==> config.mk <==
export PLATFORM = sky130hd
export DESIGN_NAME = stage_sequencer
export DESIGN_NICKNAME = d
export VERILOG_FILES = /design/src/rtl/stage_sequencer.sv
export SDC_FILE = /design/constraint.sdc
export NUM_CORES = 1
export LEC_CHECK = 0
export CORE_ASPECT_RATIO = 1.1
export CORE_MARGIN = 2
export CORE_UTILIZATION = 47
export CTS_CLUSTER_SIZE = 40
export DETAILED_ROUTE_END_ITERATION = 8
export GPL_TIMING_DRIVEN = 0
export HOLD_SLACK_MARGIN = 0.08
export PLACE_DENSITY = 0.79
export SLEW_MARGIN = 10
export SYNTH_ARGS = -nofsm -noshare
export SYNTH_HDL_FRONTEND = slang
export SYNTH_SLANG_ARGS = --single-unit
==> constraint.sdc <==
create_clock -name clk -period 2.5 [get_ports clk]
set_clock_uncertainty 0.1 [all_clocks]
set_input_delay 0.25 -clock clk [delete_from_list [all_inputs] [get_ports clk]]
set_output_delay 0.25 -clock clk [all_outputs]
set_load 0.05 [all_outputs]
==> src/rtl/stage_sequencer.sv <==
// stage_sequencer: multi-cycle control sequencer for a small load/store core.
// Walks each instruction through FETCH, DECODE, EXEC, MEM and WB. It decodes
// the strobes from the current state, the latched opcode and the live inputs.
// It also counts retired instructions and stops in HALT on a halt or illegal
// opcode.
//   clk, rst                : clock, synchronous active-high reset
//   opcode                  : instruction register bits [31:26]
//   imem_ready, dmem_ready  : instruction word valid / data access complete
//   zero                    : ALU zero flag (beq resolution)
//   ir_write, pc_write      : instruction register load / PC update
//   pc_src, alu_op          : PC source select / ALU operation class
//   mem_read, mem_write     : data memory strobes
//   reg_write, reg_dst,
//   mem_to_reg              : register file write controls
//   state                   : current state encoding
//   retired                 : completed-instruction count (wraps)
//   halted, illegal         : sticky stop flags
module stage_sequencer #(
   parameter int unsigned PC_W    = 10,
   parameter int unsigned CNT_W   = 16,
   parameter logic [5:0]  HALT_OP = 6'h3F
) (
   input  logic             clk,
   input  logic             rst,
   input  logic [5:0]       opcode,
   input  logic             imem_ready,
   input  logic             dmem_ready,
   input  logic             zero,
   output logic             ir_write,
   output logic             pc_write,
   output logic [1:0]       pc_src,
   output logic [1:0]       alu_op,
   output logic             mem_read,
   output logic             mem_write,
   output logic             reg_write,
   output logic             reg_dst,
   output logic             mem_to_reg,
   output logic [2:0]       state,
   output logic [CNT_W-1:0] retired,
   output logic             halted,
   output logic             illegal
);

   // The PC datapath lives outside this block; only reject a degenerate width.
   if (PC_W == 0) begin : g_pc_w_invalid
      $error("stage_sequencer: PC_W must be nonzero");
   end

   localparam logic [5:0] OP_R    = 6'h00;
   localparam logic [5:0] OP_ADDI = 6'h08;
   localparam logic [5:0] OP_LW   = 6'h23;
   localparam logic [5:0] OP_SW   = 6'h2B;
   localparam logic [5:0] OP_BEQ  = 6'h04;
   localparam logic [5:0] OP_J    = 6'h02;

   typedef enum logic [2:0] {
      S_FETCH  = 3'd0,
      S_DECODE = 3'd1,
      S_EXEC   = 3'd2,
      S_MEM    = 3'd3,
      S_WB     = 3'd4,
      S_HALT   = 3'd5
   } state_t;

   state_t     state_q, state_d;
   logic [5:0] op_q;
   logic       retire_c, halt_c, illegal_c;

   function automatic logic is_legal(input logic [5:0] op);
      return (op == OP_R) || (op == OP_ADDI) || (op == OP_LW) || (op == OP_SW) ||
             (op == OP_BEQ) || (op == OP_J) || (op == HALT_OP);
   endfunction

   // State register
   always_ff @(posedge clk) begin
      if (rst) state_q <= S_FETCH;
      else     state_q <= state_d;
   end

   // Opcode latch, retire counter and sticky stop flags
   always_ff @(posedge clk) begin
      if (rst) begin
         op_q    <= 6'h00;
         retired <= '0;
         halted  <= 1'b0;
         illegal <= 1'b0;
      end else begin
         if (state_q == S_DECODE) op_q <= opcode;
         if (retire_c)  retired <= retired + CNT_W'(1);
         if (halt_c)    halted  <= 1'b1;
         if (illegal_c) illegal <= 1'b1;
      end
   end

   // Next-state logic; DECODE steers on the live opcode since op_q loads this cycle
   always_comb begin
      state_d   = state_q;
      retire_c  = 1'b0;
      halt_c    = 1'b0;
      illegal_c = 1'b0;
      case (state_q)
         S_FETCH: if (imem_ready) state_d = S_DECODE;
         S_DECODE: begin
            if (opcode == HALT_OP) begin
               state_d = S_HALT;
               halt_c  = 1'b1;
            end else if (!is_legal(opcode)) begin
               state_d   = S_HALT;
               halt_c    = 1'b1;
               illegal_c = 1'b1;
            end else if (opcode == OP_J) begin
               state_d  = S_FETCH;
               retire_c = 1'b1;
            end else begin
               state_d = S_EXEC;
            end
         end
         S_EXEC: begin
            case (op_q)
               OP_R, OP_ADDI: state_d = S_WB;
               OP_LW, OP_SW:  state_d = S_MEM;
               OP_BEQ: begin
                  state_d  = S_FETCH;
                  retire_c = 1'b1;
               end
               default:       state_d = S_FETCH;
            endcase
         end
         S_MEM: begin
            if (dmem_ready) begin
               if (op_q == OP_LW) begin
                  state_d = S_WB;
               end else begin
                  state_d  = S_FETCH;
                  retire_c = 1'b1;
               end
            end
         end
         S_WB: begin
            state_d  = S_FETCH;
            retire_c = 1'b1;
         end
         S_HALT:  state_d = S_HALT;
         default: state_d = S_FETCH;
      endcase
   end

   // Output decode; every strobe is zero outside the state that owns it
   always_comb begin
      ir_write   = 1'b0;
      pc_write   = 1'b0;
      pc_src     = 2'd0;
      alu_op     = 2'd0;
      mem_read   = 1'b0;
      mem_write  = 1'b0;
      reg_write  = 1'b0;
      reg_dst    = 1'b0;
      mem_to_reg = 1'b0;
      case (state_q)
         S_FETCH: begin
            ir_write = imem_ready;
            pc_write = imem_ready;
         end
         S_DECODE: begin
            if (opcode == OP_J && opcode != HALT_OP) begin
               pc_write = 1'b1;
               pc_src   = 2'd2;
            end
         end
         S_EXEC: begin
            case (op_q)
               OP_R:   alu_op = 2'd2;
               OP_BEQ: begin
                  alu_op   = 2'd1;
                  pc_write = zero;
                  pc_src   = 2'd1;
               end
               default: alu_op = 2'd0;
            endcase
         end
         S_MEM: begin
            mem_read  = (op_q == OP_LW);
            mem_write = (op_q == OP_SW);
         end
         S_WB: begin
            reg_write  = 1'b1;
            reg_dst    = (op_q == OP_R);
            mem_to_reg = (op_q == OP_LW);
         end
         default: ;
      endcase
   end

   assign state = state_q;

endmodule

---- Yosys cells after proc, flatten, opt, wreduce, memory -nomap -nowiden ----
Index checks and enable logic that the tools add are counted.
Widths: inputs -> output; s select.
cells by class
  equal/unequal tests ..................... 18
  muxes and demuxes ....................... 34
  reduce and logical (&&, ||, !) cells .... 13
  $add $sub $neg .......................... 1
operator list
  kind                   number
  $eq 6x6->1 const B     5
  $mux 1                 20
  $add 16x1->16 const B  1
  $mux 3                 5
  $pmux 3 s5             1
  $eq 6x3->1 const B     2
  $eq 6x4->1 const B     2
  $logic_not 6->1        2
  $pmux 2 s2             2
  $eq 3x2->1 const B     2
  $eq 3x3->1 const B     2
  $eq 6x2->1 const B     1
  $logic_or 1x1->1       6
  $mux 2                 3
  $ne 6x6->1 const B     1
  $pmux 3 s2             1
  $ne 2x2->1 const B     2
  $pmux 1 s4             1
  $reduce_or 2->1        2
  $eq 3x1->1 const B     1
  $logic_not 3->1        1
  $pmux 1 s3             1
  $reduce_and 2->1       1
  $logic_and 1x1->1      1
word-level totals
  register bits ........................... 27
  output and inout port bits .............. 32
  word-level logic and storage cells ...... 71
  input port bits ......................... 11

---- Longest topological paths before layout ----
Gate-level depths: netlist of the first run.
  word-level depth ........................ 10
  mapped depth ............................ 8
  depth with buffers taken out ............ 5

---- Worst setup path after synthesis of the first run ----
No wires, ideal clock.
  kind .................................... register to output
  from .................................... register state_q[1], in the netlist state[1]
  to ...................................... output pc_write
  cell stages (with the launch flop) ...... 4
  arrival ................................. 3017 ps
  required time ........................... 2150 ps
  slack ................................... -867 ps
  path buffers ............................ 1
  cells stage by stage .................... dfxtp_1 -> buf_1 -> nor4b_1 -> a211o_1
between the ends
  word-level cells in the longest chain between the ends .. 2
  elaborated cells on any way between the ends .. 4
  classes of those cells .................. eq/ne: 2; mux: 1; reduce/logical: 1
RTL lines
  what                                      RTL line  source
  from (decl)                               65        state_t state_q, state_d;
  from (signal assigned)                    77        else state_q <= state_d;
  $eq 3x2->1, or another cell as far along  159       case (state_q)
  $pmux 1 s3 (*)                            159
  to (decl)                                 30        output logic pc_write,
Mark *: on every way between the ends. The rest lies on a longest branch, timed or not.

---- Final worst setup path of the first run ----
  from .................................... register state_q[1], in the netlist state[1]
  to ...................................... output pc_src[0]
between the ends
  word-level cells in the longest chain between the ends .. 2
  elaborated cells on any way between the ends .. 3
  classes of those cells .................. eq/ne: 2; mux: 1
RTL lines
  what                                             RTL line  source
  $eq 3x2->1 / $eq 3x1->1 (equally long branches)  159
  $pmux 2 s2 (*)                                   159
  to (decl)                                        31        output logic [1:0] pc_src,
Marks and branches as above.

==> summary.txt, run 1 <==
Cells and area
  – Final Cell Area: 1950 sq um
  – Share of cells above drive strength 1: 11.2%
  – Area Overhead vs Synth: 33.3%
  – Commonest cells after routing, fill and taps aside: clkdlybuf4s50_1, dfxtp_1, nor2_1
  – Antenna diodes: 0
  – Nets: 228
  – Commonest non-fill, non-tap cell in the layout: clkdlybuf4s50_1
  – Post-route insts no fill: 249

Global routing
  – Largest net degree at the start of global routing: 17
  – Gr usage total: 21.0%
  – Vias in the first global route: 1348
  – First-pass GRT wire length: 6080 um
  – Total congestion overflow: 0
  – Initial antenna violation count: 0

Yosys
  – Synth top area cells: dfxtp_1, a21oi_1, nor2_1, mux2i_1, o31ai_1
  – Synthesized area: 1460 sq um
  – Cell count after synthesis: 171
  – Leading area contributor after synthesis: dfxtp_1
  – Synthesized flop and latch total: 27
  – Syn nets: 183
  – Yosys warns: 0
  – Number of flops mapped to enable cells by yosys: 0
  – Post-synth top area share: 37.0%
  – Dominant synthesized flop cell: dfxtp_1
  – Sequential share of the synthesized area: 37.0%
  – Share of async-settable or async-resettable flops after synthesis: 0%
  – Syn avg cell area: 8.54 sq um
  – Netlist cell types: 42

Floorplanning
  – Placement row count: 21
  – Core outline area: 3000 sq um
  – Starting Density: 48.7%
  – IO Pins: 43
  – Die width: 57.1 um
  – Total Die Area: 3570 sq um
  – Die height: 62.5 um

Routing
  – Antenna Nets Post-Route: 0
  – Drt initial violations: 65
  – Routed wire per std cell: 14.7 um
  – Final Routed Wirelength: 3660 um
  – # DRC: 0
  – 1st-pass router iterations: 4
  – Via count: 1465
  – Routed vias/inst: 5.88

Hold path
  – Hold Path Cell Cnt: 2
  – Hold WC Path Type: in2reg
  – Hold endpoint: retired[5]
  – Hold_sp: rst

STA
  – Final period util: 96.7%
  – Fin crit period: 2420 ps
  – Slew Viols, Final: 0
  – Final WS setup: 81.8 ps
  – Unrepaired setup endpoints after global routing: no
  – Worst-case headroom to the max-slew limit: 65.4%
  – Setup violations, final: 0
  – Highest clock rate: 414 MHz
  – Final hold vios: 0
  – Worst-Margin Slew: 518 ps

Critical path
  – WS Path Type: reg2out
  – Critical path, cell by cell: buf_1, and4_4, dlygate4sd2_1
  – Crit. End Element: output port
  – FF-to-FF End: retired[1]
  – Critical path launch point type: flop
  – R2r setup slk: 340 ps
  – Reg-to-Reg Start: state[1]
  – Critical path arrival: 2070 ps
  – Worst endpoint required time: 2150 ps
  – Worst path max stage delay: 540 ps
  – CP max FO: 10
  – Worst r2r path cells: 6
  – Slowest stage cell, crit path: dlygate4sd2_1

Pwr
  – Max VDD drop: 0.462 mV
  – Power share of the combinational group: 43.4%
  – PD cells: 677 nW/um^2
  – Leakage: 0.707 nW
  – Pint: 0.765 mW
  – Psw: 0.553 mW
  – Switching part of the total power: 42.0%
  – Sequential power share: 40.9%
  – Clock network fraction of total power: 15.7%
  – Power, Total: 1.32 mW

Place
  – Post-DP Area: 1940 sq um
  – Detailed Place HPWL: 2720 um
  – Final GP Congestion: 0.848
  – Dpl ws: -0.656 ps
  – Port buffer count: 41
  – Dpl cells: 246

Clock tree
  – Clock Path Buffers: 2
  – Clock-pin transition on the worst setup and hold timing paths: 170 ps
  – Worst-skew pair later-pin latency: 350 ps
  – Root Buffer: clkbuf_4
  – CTS Buf Count: 3
  – CTS Hold Buffers Added: 0
  – H-tree Lvls: 1
  – CTS tree: done
  – TritonCTS Sinks: 27

Flow run
  – Reported max-cap violation count: 0

Run status
  – Outcome: finished, final reports clean
## state kept, by name, indices dropped and copies added (netlist names)
signal and cells:
halted 1, illegal 1, op_q 6, retired 16, state 3
## synth_stat cells (5+ instances only)
| cell | count |
|---|---|
| dfxtp_1 | 27 |
| nor2_1 | 20 |
| a21oi_1 | 16 |
| nand2_1 | 9 |
| o21ai_0 | 9 |
| nand3_1 | 8 |
| mux2i_1 | 7 |
| o31ai_1 | 7 |
| or4_1 | 7 |
| or3_1 | 6 |
| nor2b_1 | 5 |
| nor3_1 | 5 |
## final cells by class
| class | instances | area [sq um] |
|---|---|---|
| timing repair buffer | 41 | 393 |
| tap | 34 | 42.5 |
| sequential | 27 | 541 |
| buffer | 8 | 53.8 |
| fill | 256 | 1050 |
| clock inverter | 1 | 7.51 |
| multi-input combinational | 132 | 876 |
| clock buffer | 3 | 22.5 |
| inverter | 3 | 11.3 |
## per-layer routing
metal / track usage (%) / vias to the layer above / wire [um]
met4: 6.98 / 0 / 46
met1: 28.5 / 704 / 1690
li1: - / 724 / -
met3: 2.69 / 6 / 141
met2: 34.2 / 31 / 1790
met5: 0 / - / 0
## cells by family (layout without fill, tap and decap cells)
family | Yosys count | count (layout) | synth area share [%]
adder cells (fa/ha/maj) | 1 | 1 | 0.857
multiplexers | 7 | 7 | 4.80
AND/OR/NAND/NOR | 79 | 79 | 32.7
AO/OA/AOI/OAI | 43 | 43 | 18.7
XOR/XNOR | 2 | 2 | 1.20
flip-flops | 27 | 27 | 37.0
buffers and inverters | 12 | 56 | 4.71
## power by group through the flow
stage | clock network [mW] | registers (mW) | logic, mW
final | 0.207 | 0.539 | 0.573
after floorplan | 0 | 0.626 | 0.345
after global routing | 0.224 | 0.548 | 0.611
after detailed placement | 0 | 0.538 | 0.597
after CTS | 0.206 | 0.529 | 0.590
after global placement | 0 | 0.535 | 0.589
## stage by stage
stage	hold WS, ps	util, %	TNS [ps]
2_1_floorplan	297	-	-117
3_3_place_gp	358	64.7	0
5_1_grt	208	65.0	0
6_report	200	65.0	0
4_1_cts	200	65.4	0
3_5_place_dp	364	64.7	-0.656
## worst max-delay path, delay by kind of cell (launching register included)
family | cells | cell delay, ps
buffers and inverters | 2 | 940
AND/OR/NAND/NOR | 1 | 370
flip-flops | 1 | 430
## worst max path at each step
| stage | startpoint | end | slack [ps] | cells after the start |
|---|---|---|---|---|
| 2_1_floorplan | state[1] | pc_write | -120 | 3 |
| 3_3_place_gp | opcode[1] | pc_write | 20 | 5 |
| 3_5_place_dp | opcode[1] | pc_write | -0.7 | 5 |
| 4_1_cts | state[1] | reg_dst | 10 | 5 |
| 5_1_grt | state[0] | pc_src[1] | 10 | 5 |
| 6_report | state[1] | pc_src[0] | 80 | 3 |
## timing repair
| action | in CTS | in global routing |
|---|---|---|
| hold endpoints to repair | 0 | 0 |
| cloned | 0 | 0 |
| endpoints found under the setup margin | 10 | 7 |
| gates resized for setup | 13 | 7 |
| setup buffers | 0 | 0 |
Power figures use the tool's default switching activity.
==> run 2, diff against run 1 <==
Settings changed: SKIP_CTS_REPAIR_TIMING set to 1.
==> run 2 against run 1 <==
Against the previous run: cell count is the same; largest power group unchanged; critical endpoint is now pc_write; wire length up 0.60%; via count increased by 0.20%; setup slack worse by 26 ps; hold slack better by 4.6 ps; cell area is 1.5% higher; clock-buffer cell count unchanged.
==> summary.txt, run 2 (synthesis results as in run 1) <==
Critical path
  – Reg-to-Reg Start: state[2] (was state[1])
  – Number of cells on the critical path: 4 (was 3)
  – Worst path max stage delay: 430 ps (was 540 ps)
  – WS Path Type: reg2out (unchanged)
  – CP top delay family: buffers and inverters (unchanged)
  – Worst r2r path cells: 6 (unchanged)
  – Crit. End Element: output port (unchanged)
  – FF-to-FF End: retired[1] (unchanged)
  – CP max FO: 10 (unchanged)
  – R2r setup slk: 330 ps (was 340 ps)
  – Critical path launch point type: flop (unchanged)
  – Crit. Startpoint: state[1] (unchanged)
  – Slowest stage cell, crit path: dlymetal6s2s_1 (was dlygate4sd2_1)
  – Critical path arrival: 2090 ps (was 2070 ps)
  – Critical path, cell by cell: buf_1, and4_4, a211o_1, dlymetal6s2s_1 (was buf_1, and4_4, dlygate4sd2_1)
  – Crit path to: pc_write (was pc_src[0])
  – Worst endpoint required time: 2150 ps (about the same)
  – Critical path buffer and inverter count: 2 (unchanged)

Place
  – Detailed Place HPWL: 2720 um (unchanged)
  – Final GP Congestion: 0.848 (unchanged)
  – Port buffer count: 41 (unchanged)

Clock tree
  – H-tree Lvls: 1 (unchanged)
  – CTS Buf Count: 3 (unchanged)
  – CTS tree: done (unchanged)
  – TritonCTS Sinks: 27 (unchanged)
  – Clock Path Buffers: 2 (unchanged)
  – Root Buffer: clkbuf_4 (unchanged)
  – Clock-pin transition on the worst setup and hold timing paths: 160 ps (was 170 ps)
  – Worst-skew pair later-pin latency: 340 ps (was 350 ps)

Run status
  – Outcome: finished, final reports clean (unchanged)

Routing
  – Antenna Nets Post-Route: 0 (unchanged)
  – Via count: 1468 (was 1465)
  – 1st-pass router iterations: 4 (unchanged)
  – Routed vias/inst: 5.90 (was 5.88)
  – Routed wire per std cell: 14.8 um (was 14.7 um)
  – Drt initial violations: 62 (was 65)
  – Final Routed Wirelength: 3690 um (was 3660 um)
  – # DRC: 0 (unchanged)

Pwr
  – Max VDD drop: 0.471 mV (was 0.462 mV)
  – PD cells: 669 nW/um^2 (was 677 nW/um^2)
  – Leakage: 0.819 nW (was 0.707 nW)

Cells and area
  – Share of cells above drive strength 1: 10.2% (was 11.2%)
  – Antenna diodes: 0 (unchanged)
  – Commonest non-fill, non-tap cell in the layout: clkdlybuf4s50_1 (unchanged)
  – Area of the multi-input gates: 876 sq um (unchanged)
  – Commonest cells after routing, fill and taps aside: clkdlybuf4s50_1, dfxtp_1, nor2_1 (unchanged)
  – FF/Latch Area: 541 sq um (unchanged)
  – Nets: 228 (unchanged)
  – Reg with most FFs: retired (unchanged)
  – Fillers: 249 (was 256)
  – Area Overhead vs Synth: 35.4% (was 33.3%)
  – Max FFs per register: 16 (unchanged)

Global routing
  – Total congestion overflow: 0 (unchanged)
  – Largest net degree at the start of global routing: 17 (unchanged)
  – Initial antenna violation count: 0 (unchanged)
  – Vias in the first global route: 1332 (was 1348)
  – First-pass GRT wire length: 6020 um (was 6080 um)
  – Gr usage total: 20.7% (was 21.0%)

Hold path
  – Hold Path Cell Cnt: 2 (unchanged)
  – Hold WC Path Type: in2reg (unchanged)

STA
  – Setup_tns: 0 ps (unchanged)
  – Final period util: 97.8% (was 96.7%)
  – Setup violations, final: 0 (unchanged)
  – Fin crit period: 2440 ps (was 2420 ps)
  – Highest clock rate: 409 MHz (was 414 MHz)
  – Final hold vios: 0 (unchanged)
  – Worst-case headroom to the max-slew limit: 64.5% (was 65.4%)
  – Min Hold Slack: 205 ps (was 200 ps)
  – Worst-Margin Slew: 532 ps (was 518 ps)
  – Slew Viols, Final: 0 (unchanged)

Floorplanning
  – Die height: 62.5 um (unchanged)
  – IO Pins: 43 (unchanged)
  – Die width: 57.1 um (unchanged)
  – Placement row count: 21 (unchanged)
  – Total Die Area: 3570 sq um (unchanged)
  – Core outline area: 3000 sq um (unchanged)
  – Starting Density: 48.7% (unchanged)

Flow run
  – Reported max-cap violation count: 0 (unchanged)
[run 2: metal layers]
layer,track usage [%],wire (um),vias up
li1,-,-,722
met1,28.9,1640,707
met2,33.3,1850,33
met3,2.69,150,6
met4,6.10,46,0
met5,0,0,-
[run 2: worst reg2reg max path, cell delays in order, from the launching register on]
cell,delay (ps)
dfxtp_1,560
nor2_1,150
and4_4,240
nor4_4,450
buf_2,310
mux2i_1,210
nor2_1,50
[run 2: worst min path at each step]
stage	start	endpoint	slack, ps
after global routing	rst	retired[7]	210
after floorplan	opcode[0]	op_q[0]	300
final	rst	retired[5]	200
after detailed placement	halted	halted	360
after CTS	rst	retired[7]	200
after global placement	halted	halted	360
[run 2: layout make-up]
cell class,instances,share of cell area (%)
buffer,8,2.72
timing repair buffer,41,21.4
multi-input combinational,132,44.3
tap,34,2.15
clock buffer,3,1.14
clock inverter,1,0.380
inverter,3,0.570
sequential,27,27.3
[run 2: stage by stage]
step | power (mW) | std cells | utilization (%) | cell area [sq um] | worst slack (ps)
2_1_floorplan | 0.971 | 171 | - | 1490 | -117
3_3_place_gp | 1.12 | 246 | 64.7 | 1940 | 18.4
3_5_place_dp | 1.14 | 246 | 64.7 | 1940 | -0.656
4_1_cts | 1.33 | 250 | 65.7 | 1970 | -338
5_1_grt | 1.39 | 249 | 66.0 | 1980 | -0.0933
6_report | 1.32 | 249 | 66.0 | 1980 | 55.5
[run 2: power by group]
group / total (mW) / switching, mW / internal, mW / leakage (nW)
sequential: 0.538 / 0.0589 / 0.480 / 0.219
clock: 0.204 / 0.142 / 0.0614 / 0.0139
combinational: 0.581 / 0.350 / 0.231 / 0.586
==> run 3, diff against run 2 <==
Settings changed: CELL_PAD_IN_SITES_DETAIL_PLACEMENT set to 1, CELL_PAD_IN_SITES_GLOBAL_PLACEMENT set to 1, CORE_UTILIZATION 47 to 34, PLACE_DENSITY 0.79 to 0.78, SLEW_MARGIN 10 to 20.
==> run 3 against run 2 <==
Against the previous run: setup slack improved by 63 ps; wire length increased by 17%; clock power up 25%; total power up 5.0%; combinational power increased by 2%.
==> summary.txt, run 3 (synthesis results as in run 1) <==
Run status
  – Outcome: finished, final reports clean (unchanged)

STA
  – Fin crit period: 2380 ps (was 2440 ps)
  – Setup violations, final: 0 (unchanged)
  – Min Hold Slack: 313 ps (was 205 ps)
  – Unrepaired setup endpoints after global routing: no
  – Highest clock rate: 420 MHz (was 409 MHz)
  – Slew Viols, Final: 0 (unchanged)
  – Worst-case headroom to the max-slew limit: 65.5% (was 64.5%)
  – Worst-Margin Slew: 515 ps (was 532 ps)
  – Final period util: 95.3% (was 97.8%)
  – Setup_tns: 0 ps (unchanged)
  – Final hold vios: 0 (unchanged)

Cells and area
  – Final Util: 48.1% (was 66.0%)
  – Reg with most FFs: retired (unchanged)
  – Max FFs per register: 16 (unchanged)
  – Area Overhead vs Synth: 39.0% (was 35.4%)
  – Commonest cells after routing, fill and taps aside: clkdlybuf4s50_1, dfxtp_1, nor2_1 (unchanged)
  – Nets: 228 (unchanged)
  – Share of cells above drive strength 1: 8.84% (was 10.2%)
  – Fillers: 509 (was 249)
  – Antenna diodes: 0 (unchanged)
  – Commonest non-fill, non-tap cell in the layout: clkdlybuf4s50_1 (unchanged)

Critical path
  – WS Path Type: reg2out (unchanged)
  – Crit. End Element: output port (unchanged)
  – Critical path arrival: 2030 ps (was 2090 ps)
  – Critical path launch point type: flop (unchanged)
  – CP max FO: 4 (was 10)
  – Worst endpoint required time: 2150 ps (about the same)

Routing
  – 1st-pass router iterations: 4 (unchanged)
  – Routed wire per std cell: 16.1 um (was 14.8 um)
  – Final Routed Wirelength: 4320 um (was 3690 um)
  – # DRC: 0 (unchanged)
  – Drt initial violations: 65 (was 62)
  – Via count: 1464 (was 1468)
  – Antenna Nets Post-Route: 0 (unchanged)
  – Routed vias/inst: 5.44 (was 5.90)

Floorplanning
  – Placement row count: 25 (was 21)
  – Core outline area: 4220 sq um (was 3000 sq um)
  – Die height: 72.7 um (was 62.5 um)
  – Die width: 66.5 um (was 57.1 um)
  – Starting Density: 34.6% (was 48.7%)
  – Total Die Area: 4840 sq um (was 3570 sq um)
  – IO Pins: 43 (unchanged)

Place
  – Port buffer count: 41 (unchanged)
  – Detailed Place HPWL: 3320 um (was 2720 um)
  – Final GP Congestion: 0.793 (was 0.848)

Pwr
  – Leakage: 0.843 nW (was 0.819 nW)
  – Max VDD drop: 0.474 mV (was 0.471 mV)
  – PD cells: 685 nW/um^2 (was 669 nW/um^2)

Clock tree
  – H-tree Lvls: 1 (unchanged)
  – Worst-skew pair later-pin latency: 280 ps (was 340 ps)
  – CTS Buf Count: 3 (unchanged)
  – TritonCTS Sinks: 27 (unchanged)
  – CTS tree: done (unchanged)
  – Clock Path Buffers: 2 (unchanged)
  – Root Buffer: clkbuf_8 (was clkbuf_4)
  – Clock-pin transition on the worst setup and hold timing paths: 100 ps (was 160 ps)

Global routing
  – Initial antenna violation count: 0 (unchanged)
  – Total congestion overflow: 0 (unchanged)
  – Vias in the first global route: 1587 (was 1332)
  – First-pass GRT wire length: 7360 um (was 6020 um)
  – Gr usage total: 19.5% (was 20.7%)
  – Largest net degree at the start of global routing: 15 (was 17)

Flow run
  – Reported max-cap violation count: 0 (unchanged)

Hold path
  – Hold WC Path Type: in2reg (unchanged)
[run 3: cell count changes in the layout (fill, tap and decap cells not counted), sizes merged]
cell           before  now
clkdlybuf4s50      30   31
clkinvlp            1    0
clkbuf              8    7
dlymetal6s2s        9   10
[run 3: stage by stage]
step	worst slack, ps	area (sq um)	power, mW	cells
floorplan	-117	1490	0.971	171
global placement	12.0	1960	1.12	266
detailed placement	-55.8	1960	1.15	266
CTS	-313	2010	1.40	270
global route	15.2	2030	1.47	269
finish	119	2030	1.39	269
[run 3: worst max-delay path, stage by stage (launching register included)]
cell	delay [ps]
dfxtp_1	350
nor4_2	500
and4_4	370
a211o_1	130
dlymetal6s2s_1	410
[run 3: worst paths after layout]
| path | startpoint | endpoint | slack (ps) | cells past startpoint |
|---|---|---|---|---|
| max reg2reg | state[2] | retired[1] | 270 | 6 |
| min | rst | retired[7] | 310 | 2 |
| max | op_q[0] | pc_write | 120 | 4 |
| min reg2reg | retired[15] | retired[15] | 390 | 2 |
[run 3: power by group]
part	switching, mW	leakage, nW	internal (mW)
logic	0.359	0.601	0.234
clock network	0.141	0.0228	0.114
registers	0.0627	0.219	0.479
total	0.562	0.843	0.827
[run 3: area by class of cell]
cell class	instances	area, sq um	share of cell area (%)
multi-input combinational	132	876	43.2
sequential	27	541	26.6
timing repair buffer	41	435	21.5
tap	54	67.6	3.33
buffer	8	53.8	2.65
clock buffer	4	45.0	2.22
inverter	3	11.3	0.555
[run 3: per-layer routing]
layer	part of all wire (%)	global-route usage (%)	wire length [um]	up-vias
li1	-	-	-	723
met1	43	24.0	1870	716
met2	53	34.4	2290	21
met3	2.3	2.62	98	4
met4	1.4	6.80	62	0
met5	0	0	0	-
==> RTL edit (config.mk and constraints of run 2) <==
The parameter `CNT_W` goes from 16 to 20.
--- a/src/rtl/stage_sequencer.sv
+++ b/src/rtl/stage_sequencer.sv
@@ -19,3 +19,3 @@
    parameter int unsigned PC_W    = 10,
-   parameter int unsigned CNT_W   = 16,
+   parameter int unsigned CNT_W   = 20,
    parameter logic [5:0]  HALT_OP = 6'h3F
Ports: changed (resized retired); port bits go from 43 to 47. No check against the original RTL was run, so the function may have changed too.
==> RTL edit against run 2 <==
- synthesized cell count is 22% higher
- cell count is 25% higher
- area after synthesis is 14% higher
- cell area is 14% higher
- register-to-register slack worse by 0.09 ns
- wire length is 14% higher
- hold slack better by 0.18 ns
- utilization is 1.0 points higher
- sequential cell count is 4 higher
- setup slack better by 0.015 ns
Power is not compared: it rests on default switching activity, and its combinational part moved more than twofold at a synthesized area within 25%.
==> RTL edit: results <==
[global_route]
use_met1_pct = 25.6
grt_pass1_vias = 1494
grt_usage_pct = 21.4
grt_start_max_net_pins = 11
grt.met2_usage_pct = 36.0
use_met3_pct = 3.52
antenna_found_initial = 0
grt_pass1_wl_um = 6510

[critical_path]
cp_data_arrival_time_ns = 2.08
cp_slowest_cell = dfxtp_1
slowest_delay_ns = 0.37
worstPathMaxFanout = 10
crit_family = buffers and inverters

[finish]
regMostFlops = retired
insertedDiodeCount = 0
drive_gt1_share_pct = 8.37
layout.nets = 274
largest_reg_flops = 20

[synthesis]
yosysWarnings = 0
synth_top_cells_by_count = dfxtp_1 (31), nor2_1 (24), a21oi_1 (19), or3_1 (15), o21ai_0 (14)
syn_nets = 221
yosysMostFrequentCell = dfxtp_1
synthTopCellsByArea = dfxtp_1 (37%), a21oi_1 (5.7%), or3_1 (5.7%), nor2_1 (5.4%), mux2i_1 (4.2%)
yosysUniqueCellTypes = 43
async_flop_share_pct = 0
synth-seq-area-share_pct = 37.4

[power_and_ir_drop]
ir_drop_v = 0.000301
p_leak_nw = 0.876
switchingPower_mw = 0.328

[routing]
first_iter_violations = 153
via_per_inst = 5.68
first_pass_iters = 4
wl_per_cell_um = 13.5

[clocking]
h-tree-depth = 2
clk_latency_ns = 0.33
clkSlewWorstSetupHoldPaths_ns = 0.10
clk_path_buf_depth = 2
cts-buffers-inserted = 5

[placed_design]
gp_congestion = 0.806
hpwl_um = 3080
io_buffers = 46
placed_cell_area_sq_mm = 0.00219

[run_status]
status = complete, no violations

[worst_hold_path]
min_path_type = reg -> reg

[timing]
relSlewSlack_pct = 61.5
-- RTL edit: routing by layer --
layer  part of all wire [%]  vias to the layer above
met1                     45                      842
li1                       -                      878
met5                      0                        -
met2                     50                       39
met4                    1.7                        0
met3                    3.1                        7
-- RTL edit: cell families after synthesis --
family	count (synthesis)	synth area share [%]
and+or+nand+nor	97	32.8
AOI/OAI and AO/OA	52	19.2
DFF	31	37.4
buffers and inverters	20	5.13
muxes	7	4.22
xor gates and xnor gates	1	0.528
adders and majority gates	1	0.754
-- RTL edit: layout make-up --
type                    count  area [sq um]
inverters                   8          30.0
multi-input cells         158           962
clock buffers               7          45.0
repair buffers             46           468
plain buffers              12          58.8
well taps                  48          60.1
fillers                   311          1110
flip-flops and latches     31           622
clock inverters             1          5.00
-- RTL edit: power groups by stage --
stage | clock, mW | combinational (mW) | sequential (mW)
floorplan | 0 | 0.115 | 0.565
finish | 0.284 | 0.220 | 0.527
detailed placement | 0 | 0.219 | 0.538
global placement | 0 | 0.218 | 0.538
CTS | 0.292 | 0.219 | 0.527
global route | 0.310 | 0.235 | 0.530
-- RTL edit: final timing paths --
kind	from	endpoint	slack, ns	cells after the start
min reg2reg	halted	halted	0.38	2
max reg2reg	state[2]	retired[9]	0.24	8
min	halted	halted	0.38	2
max	state[1]	pc_write	0.07	6
-- RTL edit: through the flow --
step                      worst slack, ns  instances  TNS [ns]
after floorplan                    0.0449        209         0
after global placement             -0.401        303     -1.25
after detailed placement           -0.399        303     -1.24
after CTS                          -0.783        311     -1.90
after global routing              -0.0403        311   -0.0403
final                              0.0704        311         0
-- RTL edit: worst reg2reg max path, stage by stage, from the launching register on --
cell	delay [ns]
dfxtp_1	0.32
clkbuf_1	0.20
nor3b_1	0.31
nand4_1	0.23
o221a_2	0.19
buf_6	0.14
buf_2	0.18
o41ai_1	0.37
a21oi_1	0.11
